### src/rtl/oc_bus_arbiter_pkg.sv
// Shared definitions for the open-collector line arbiter: FSM encoding,
// default timing constants and the round-robin pointer helper.
package oc_bus_arbiter_pkg;

  typedef enum logic [1:0] {
    ST_IDLE  = 2'd0,
    ST_GRANT = 2'd1,
    ST_GAP   = 2'd2
  } arb_state_e;

  localparam int DEF_GAP      = 2;
  localparam int DEF_MAX_HOLD = 16;
  localparam int GAP_CNT_W    = 4;

  function automatic int rr_next(input int idx, input int n);
    return (idx + 1 >= n) ? 0 : idx + 1;
  endfunction

endpackage

### src/rtl/oc_bus_arbiter_rr_pick.sv
// Combinational round-robin search: first asserted request at or after ptr,
// wrapping circularly over N requesters.
module rr_pick
  import oc_bus_arbiter_pkg::*;
#(
  parameter int N     = 4,
  parameter int IDX_W = $clog2(N)
) (
  input  logic [N-1:0]     req,
  input  logic [IDX_W-1:0] ptr,
  output logic             found,
  output logic [IDX_W-1:0] idx
);

  int j;

  // Walk from the farthest position back to ptr so the nearest hit wins.
  always_comb begin
    found = 1'b0;
    idx   = '0;
    j     = 0;
    for (int k = N - 1; k >= 0; k--) begin
      j = (int'(ptr) + k) % N;
      if (req[j[IDX_W-1:0]]) begin
        found = 1'b1;
        idx   = j[IDX_W-1:0];
      end
    end
  end

endmodule

### src/rtl/oc_bus_arbiter.sv
// Round-robin owner arbiter for a shared wired-AND open-collector line.
// Define OCARB_TIMEOUT_EN to add the MAX_HOLD forced-revoke timer and tmo pulse.
module oc_bus_arbiter
  import oc_bus_arbiter_pkg::*;
#(
  parameter int N        = 4,
  parameter int GAP      = DEF_GAP,
  parameter int MAX_HOLD = DEF_MAX_HOLD
) (
  input  logic                 clk,
  input  logic                 rst,
  input  logic [N-1:0]         req,
  input  logic                 line,
  output logic [N-1:0]         gnt,
  output logic [$clog2(N)-1:0] owner,
  output logic                 busy,
  output logic                 fault,
  output logic                 tmo
);

  localparam int PTR_W = $clog2(N);

  if (N < 2 || N > 8 || GAP < 1 || GAP > 15 || MAX_HOLD < 1) begin : g_bad_param
    $error("oc_bus_arbiter: parameter out of range");
  end

  arb_state_e             state_q, state_d;
  logic [N-1:0]           gnt_q, gnt_d;
  logic [PTR_W-1:0]       owner_q, owner_d;
  logic [PTR_W-1:0]       ptr_q, ptr_d;
  logic                   busy_q, busy_d;
  logic                   fault_q, fault_d;
  logic [GAP_CNT_W-1:0]   gap_cnt_q, gap_cnt_d;
  logic                   pick_found;
  logic [PTR_W-1:0]       pick_idx;
  logic                   owner_req;
  logic                   release_now;

`ifdef OCARB_TIMEOUT_EN
  localparam int HOLD_W = $clog2(MAX_HOLD + 1);
  logic [HOLD_W-1:0]      hold_cnt_q, hold_cnt_d;
  logic                   tmo_q, tmo_d;
  logic                   hold_expired;

  assign hold_expired = (hold_cnt_q == HOLD_W'(MAX_HOLD));
`endif

  rr_pick #(
    .N     (N),
    .IDX_W (PTR_W)
  ) u_rr_pick (
    .req   (req),
    .ptr   (ptr_q),
    .found (pick_found),
    .idx   (pick_idx)
  );

  assign owner_req = req[owner_q];

  always_comb begin
    state_d     = state_q;
    gnt_d       = gnt_q;
    owner_d     = owner_q;
    ptr_d       = ptr_q;
    busy_d      = busy_q;
    fault_d     = fault_q;
    gap_cnt_d   = gap_cnt_q;
    release_now = 1'b0;
`ifdef OCARB_TIMEOUT_EN
    hold_cnt_d  = hold_cnt_q;
    tmo_d       = 1'b0;
`endif

    case (state_q)
      ST_IDLE: begin
        // Nobody may drive the line here, so a low level means a stuck driver.
        if (!line) fault_d = 1'b1;
        if (pick_found) begin
          gnt_d   = {{(N-1){1'b0}}, 1'b1} << pick_idx;
          owner_d = pick_idx;
          busy_d  = 1'b1;
          state_d = ST_GRANT;
`ifdef OCARB_TIMEOUT_EN
          hold_cnt_d = HOLD_W'(1);
`endif
        end
      end

      ST_GRANT: begin
        if (!owner_req) begin
          release_now = 1'b1;
        end
`ifdef OCARB_TIMEOUT_EN
        else if (hold_expired) begin
          release_now = 1'b1;
          tmo_d       = 1'b1;
        end else begin
          hold_cnt_d = hold_cnt_q + 1'b1;
        end
`endif
      end

      ST_GAP: begin
        if (gap_cnt_q == GAP_CNT_W'(1)) begin
          state_d   = ST_IDLE;
          busy_d    = 1'b0;
          gap_cnt_d = '0;
        end else begin
          gap_cnt_d = gap_cnt_q - 1'b1;
        end
      end

      default: begin
        state_d = ST_IDLE;
        gnt_d   = '0;
        busy_d  = 1'b0;
      end
    endcase

    // Releasing owner drops to lowest priority; pullup gets GAP cycles.
    if (release_now) begin
      gnt_d     = '0;
      ptr_d     = PTR_W'(rr_next(int'(owner_q), N));
      gap_cnt_d = GAP_CNT_W'(GAP);
      state_d   = ST_GAP;
`ifdef OCARB_TIMEOUT_EN
      hold_cnt_d = '0;
`endif
    end
  end

  always_ff @(posedge clk) begin
    if (rst) begin
      state_q   <= ST_IDLE;
      gnt_q     <= '0;
      owner_q   <= '0;
      ptr_q     <= '0;
      busy_q    <= 1'b0;
      fault_q   <= 1'b0;
      gap_cnt_q <= '0;
`ifdef OCARB_TIMEOUT_EN
      hold_cnt_q <= '0;
      tmo_q      <= 1'b0;
`endif
    end else begin
      state_q   <= state_d;
      gnt_q     <= gnt_d;
      owner_q   <= owner_d;
      ptr_q     <= ptr_d;
      busy_q    <= busy_d;
      fault_q   <= fault_d;
      gap_cnt_q <= gap_cnt_d;
`ifdef OCARB_TIMEOUT_EN
      hold_cnt_q <= hold_cnt_d;
      tmo_q      <= tmo_d;
`endif
    end
  end

  assign gnt   = gnt_q;
  assign owner = owner_q;
  assign busy  = busy_q;
  assign fault = fault_q;
`ifdef OCARB_TIMEOUT_EN
  assign tmo   = tmo_q;
`else
  assign tmo   = 1'b0;
`endif

endmodule

### config.mk
export PLATFORM = sky130hd
export DESIGN_NAME = oc_bus_arbiter
export DESIGN_NICKNAME = d
export VERILOG_FILES = /design/src/rtl/oc_bus_arbiter_pkg.sv /design/src/rtl/oc_bus_arbiter_rr_pick.sv /design/src/rtl/oc_bus_arbiter.sv
export SDC_FILE = /design/constraint.sdc
export NUM_CORES = 1
export LEC_CHECK = 0
export CAP_MARGIN = 5
export CORE_MARGIN = 5
export CORE_UTILIZATION = 51
export CTS_CLUSTER_DIAMETER = 150
export DETAILED_ROUTE_END_ITERATION = 16
export PLACE_DENSITY = 0.81
export SYNTH_ARGS = -nofsm -noshare
export SYNTH_HDL_FRONTEND = slang
export SYNTH_SLANG_ARGS = --single-unit
### constraint.sdc
create_clock -name clk -period 1.61 [get_ports clk]
set_input_delay 0.322 -clock clk [delete_from_list [all_inputs] [get_ports clk]]
set_output_delay 0.322 -clock clk [all_outputs]
set_load 0.02 [all_outputs]
* Yosys cells after proc, flatten, opt, wreduce, memory -nomap -nowiden
Index checks and enable logic that the tools add are counted.
Operators by class: add/sub/neg operators 5, $mul 0, div/mod/pow operators 0, magnitude comparators 6, equal/unequal tests 8, shift-type cells 1, muxes and demuxes 33, bitwise logic cells 3, reductions and logical operators 9
Operator list (number):
- two-way mux 2 bit | 10
- less-than comparator 2 x 3 -> 1 bit (second input constant) | 5
- two-way mux 1 bit | 13
- binary-select mux 1 bit (select 2 bit) | 5
- two-way mux 4 bit | 2
- one-hot mux 4 bit (2 select lines) | 1
- != test 2 bit (second input constant) | 3
- != test 3 bit (second input constant) | 2
- one-hot mux 2 bit (3 select lines) | 1
- AND reduction 2 bit | 3
- AND reduction 3 bit | 2
- adder 2 bit (second input constant) | 2
- equality test 4 x 1 -> 1 bit (second input constant) | 1
- OR reduction 2 bit | 2
- left shift 1 x 2 -> 4 bit (first input constant) | 1
- subtractor 4 x 1 -> 4 bit (second input constant) | 1
- adder 2 x 1 -> 3 bit (second input constant) | 1
- >= comparator 3 bit (second input constant) | 1
- NOT 1 bit | 3
- one-hot mux 1 bit (3 select lines) | 1
- adder 2 x 1 -> 2 bit (second input constant) | 1
- equality test 2 x 1 -> 1 bit (second input constant) | 1
- equality test 2 bit (second input constant) | 1
- logical NOT 2 bit | 1
- nonzero test 2 bit | 1
Word-level totals: flip-flop bits (word level) 16, latch bits 0, memory bits (writable) 0, memory bits (read-only) 0, bits of input ports 7, output and inout bits 9, logic and storage cells 74, memories 0

* Longest topological paths before layout
depth after elaboration 10, gate-level depth with buffers 6, gate-level depth less buffers 6

* Hierarchy
From an unflattened synthesis, not the netlist that was laid out.
Second synthesis, totals: cells, all modules 112, area, all modules 912.1 sq um
Modules (own cells, without submodules):
- oc_bus_arbiter | times used 1, cells each 99, area each 834.6 sq um, sequential area each 320.3 sq um
- rr_pick | times used 1, cells each 13, area each 77.6 sq um, sequential area each 0.0 sq um

* Worst setup path after synthesis
Ideal clock, no wire load.
kind register -> register, from register owner_q[0], in the netlist owner[0], to register ptr_q[0], setup time 0.130 ns, arrival 1.466 ns, required time 1.480 ns, path slack 0.014 ns, stages on the path, launching flop included 5, path buffers 0, clock period less this slack 1.596 ns, cells stage by stage dfxtp_1 mux4_2 nor2b_2 mux2i_1 nor2_1
Between the ends: cells in the longest elaborated chain, start to end 4, elaborated cells on any way between the ends 7, those cells by class 1 x add/sub; 1 x order compare; 5 x mux
Ends and longest elaborated chain:
- from (decl) | line oc_bus_arbiter.sv:29 | logic [PTR_W-1:0] owner_q, owner_d;
- from (signal assigned) | line oc_bus_arbiter.sv:148 | owner_q <= owner_d;
- parallel branches: the longest is 4 deep, another holds adder 2 x 1 -> 3 bit
- to (signal assigned) | line oc_bus_arbiter.sv:149 | ptr_q <= ptr_d;
- to (decl) | line oc_bus_arbiter.sv:30 | logic [PTR_W-1:0] ptr_q, ptr_d;
Parallel ways; which one is timed is not known. The select of a mux whose other input is x is not followed. A chain may end at the register's enable or synchronous reset.

* Worst setup path in the final report
from register gnt_q[3], in the netlist gnt[3], to output gnt[3]
RTL lines:
- from (decl) | line oc_bus_arbiter.sv:28 | logic [N-1:0] gnt_q, gnt_d;
- from (signal assigned) | line oc_bus_arbiter.sv:147 | gnt_q <= gnt_d;
- to (decl) | line oc_bus_arbiter.sv:14 | output logic [N-1:0] gnt,
No word-level cell between the ends.

==> flow_summary.ini <==
[status]
outcome = finished, final reports clean

[timing]
worst_slew_pin_slew_ns = 0.537
fin_crit_sh = 0.969
period_needed_ns = 1.56
clock_skew_ns = 0.00938
slew_violations = 0
relSlewSlack = 0.640
setup_viol = 0
fin_tns_setup_ns = 0
timing.final.ws_setup_ns = 0.0503
clock.fmax_ghz = 0.641
fin_hold_ws_ns = 0.482
hold_violations = 0

[placement]
dp_worst_setup_slack_ns = -0.337
gpl.final_weighted_congestion = 0.856
postPlaceCellArea_um2 = 1200
portBuffers = 14
post-dp-hpwl_um = 1720

[floorplan]
dieArea_um2 = 2820
start_util = 0.544
coreArea_um2 = 1750
die_h_um = 53.2
ios = 16
row_count = 15
die_w_um = 53.2

[worst_hold_path]
holdCritPathClass = flop to flop
min-delay-start = fault

[yosys]
synth_warnings = 0
ys_seq_area_frac = 0.337
ys_types = 36
syn_nets = 123
synth_compound_area_frac = 0.203
avgSynthCellArea_um2 = 8.63
synth-simple-area-share = 0.296
ys_seq_elements = 16
synth_adder_area_share = 0.0791
synthXorXnorAreaFrac = 0
netlist_instances = 110
synth_top_family_by_area = simple AND/OR/NAND/NOR gates
synthMuxAreaShare = 0.0448
netlist_area_um2 = 950

[drt]
drtIter0Drc = 15
avgViaCountPerCell = 5.78
wl_per_cell_um = 14.1
antenna_left = 0
drc_errors = 0
via_count = 936
drtPass1Iterations = 4
routed_wl_um = 2280

[job]
drv_cap = 0

[final_layout]
post-route-cell-area_um2 = 1290
final_common_cell = dfxtp_1
areaGrowthSynthToFinish_pct = 35.7
nets = 152
most-common-layout-cells = dfxtp_1 (16), buf_4 (12), a21oi_1 (9)
layout-drive-gt1-share = 0.248
num_antenna_cells = 0

[power]
clockPowerShare = 0.125
seq_power_share = 0.328
p_per_area_nw_per_um2 = 1350
pwr-share-comb = 0.547
switchingPower_mw = 0.706
ir_drop_mv = 0.944
p_leak_nw = 0.592
totalPowerFinal_mw = 1.74
p_sw_frac = 0.406
intPower_mw = 1.03

[worst_setup_path]
crit_family = buffers and inverters
worstPathCellList = clkdlybuf4s50_1
worstSetupStartpoint = gnt[3]
crit_buf_inv = 1
critPathMaxStageDelay_ns = 0.60
crit_path_end_kind = output pin
critPathLaunchType = flop
cp_slowest_cell = clkdlybuf4s50_1
path_class = flop to output pin
path_max_fanout = 2
worstPathRequired_ns = 1.29
ff2ff_setup_slack_ns = 0.07
r2r-start = owner[0]
arrival_ns = 1.24

[clock_tree]
post_cts_buffers = 0
clockBufferDepth = 2
clk_latency_ns = 0.29
clock-root-buffer = clkbuf_4
clk_pin_slew_ns = 0.10
cts_buffers = 3
cts_tree = built
cts_htree_levels = 1
clock_sinks = 16

[grt]
overflow = 0
grt_max_degree = 12
grt_pass1_wl_um = 3620
grt_pass1_vias = 852
grtUsageTotal = 0.176
antenna_found_initial = 0
==> power by group through the flow <==
stage / clock, mW / sequential, mW / combinational, mW
after CTS: 0.216 / 0.569 / 0.898
after detailed placement: 0 / 0.577 / 0.890
final: 0.217 / 0.570 / 0.951
after global routing: 0.242 / 0.583 / 1.05
after global placement: 0 / 0.573 / 0.867
after floorplan: 0 / 0.620 / 0.529
==> synth_stat cells <==
master / n / share of area
dfxtp_1: 16 / 0.34
a21oi_1: 10 / 0.053
nor2_1: 9 / 0.036
nand2_1: 8 / 0.032
ha_1: 6 / 0.079
inv_1: 6 / 0.024
nor2b_1: 6 / 0.040
o21ai_0: 6 / 0.032
nand3_1: 5 / 0.026
nor3_1: 5 / 0.026
a211oi_1: 3 / 0.024
a211oi_2: 2 / 0.026
mux2i_1: 2 / 0.021
o22ai_2: 2 / 0.026
or3_1: 2 / 0.013
or4_1: 2 / 0.016
a21o_1: 1 / 0.0079
a21o_2: 1 / 0.0092
and2_1: 1 / 0.0066
buf_4: 1 / 0.0079
clkbuf_1: 1 / 0.0039
conb_1: 1 / 0.0039
mux4_2: 1 / 0.024
nand2b_2: 1 / 0.0092
nand2b_4: 1 / 0.014
nor2b_2: 1 / 0.0092
nor3b_1: 1 / 0.0079
nor4_1: 1 / 0.0066
nor4_2: 1 / 0.013
nor4b_1: 1 / 0.0092
o2111ai_1: 1 / 0.0092
o21ai_1: 1 / 0.0053
o21ba_1: 1 / 0.011
or3_4: 1 / 0.012
or3b_1: 1 / 0.0092
or4b_1: 1 / 0.011
==> final cells by class <==
cell class | count | area, um2
clock buffer | 3 | 22.5
fill | 133 | 457
inverter | 6 | 22.5
multi-input combinational | 86 | 648
sequential | 16 | 320
tap | 25 | 31.3
timing repair buffer | 26 | 244
==> flip-flops by register name, summed over array words and instances, names as in the netlist <==
register,count
gap_cnt_q,4
gnt,4
busy,1
owner,2
state_q,2
fault,1
ptr_q,2
==> per-layer routing <==
metal | up-vias | global-route usage | part of all wire
met5 | - | 0 | 0
li1 | 452 | - | -
met4 | 0 | 0.0681 | 0.014
met3 | 4 | 0.0507 | 0.078
met1 | 445 | 0.203 | 0.40
met2 | 35 | 0.302 | 0.51
==> worst reg2reg max path, cell delays in order (launching register included) <==
cell and delay (ns):
dfxtp_1 0.43, mux4_2 0.58, nor2b_4 0.17, mux2i_1 0.21, nor2_1 0.06
==> cell families after synthesis <==
logic type                 Yosys count
AOI/OAI and AO/OA                   28
adders and majority gates            6
buffers and inverters                8
DFF                                 16
muxes                                3
other                                1
and+or+nand+nor                     48
==> per-stage QoR <==
stage | utilization | cells
6_report | 0.738 | 162
5_1_grt | 0.738 | 162
2_1_floorplan | - | 110
3_5_place_dp | 0.687 | 159
3_3_place_gp | 0.687 | 159
4_1_cts | 0.701 | 162
==> path summary, 6_finish.rpt <==
kind                            endpoint  cells past startpoint
worst min register to register     fault                      2
worst max-delay path              gnt[3]                      1
worst min-delay path               fault                      2
worst max register to register  ptr_q[1]                      4
==> what timing repair did <==
action / 4_1_cts / 5_1_grt
setup endpoints to repair: 4 / 18
pin swaps: 0 / 1
resized for setup: 4 / 17
hold buffers: 0 / 0
Note: power is estimated with default switching activity, not from simulation.
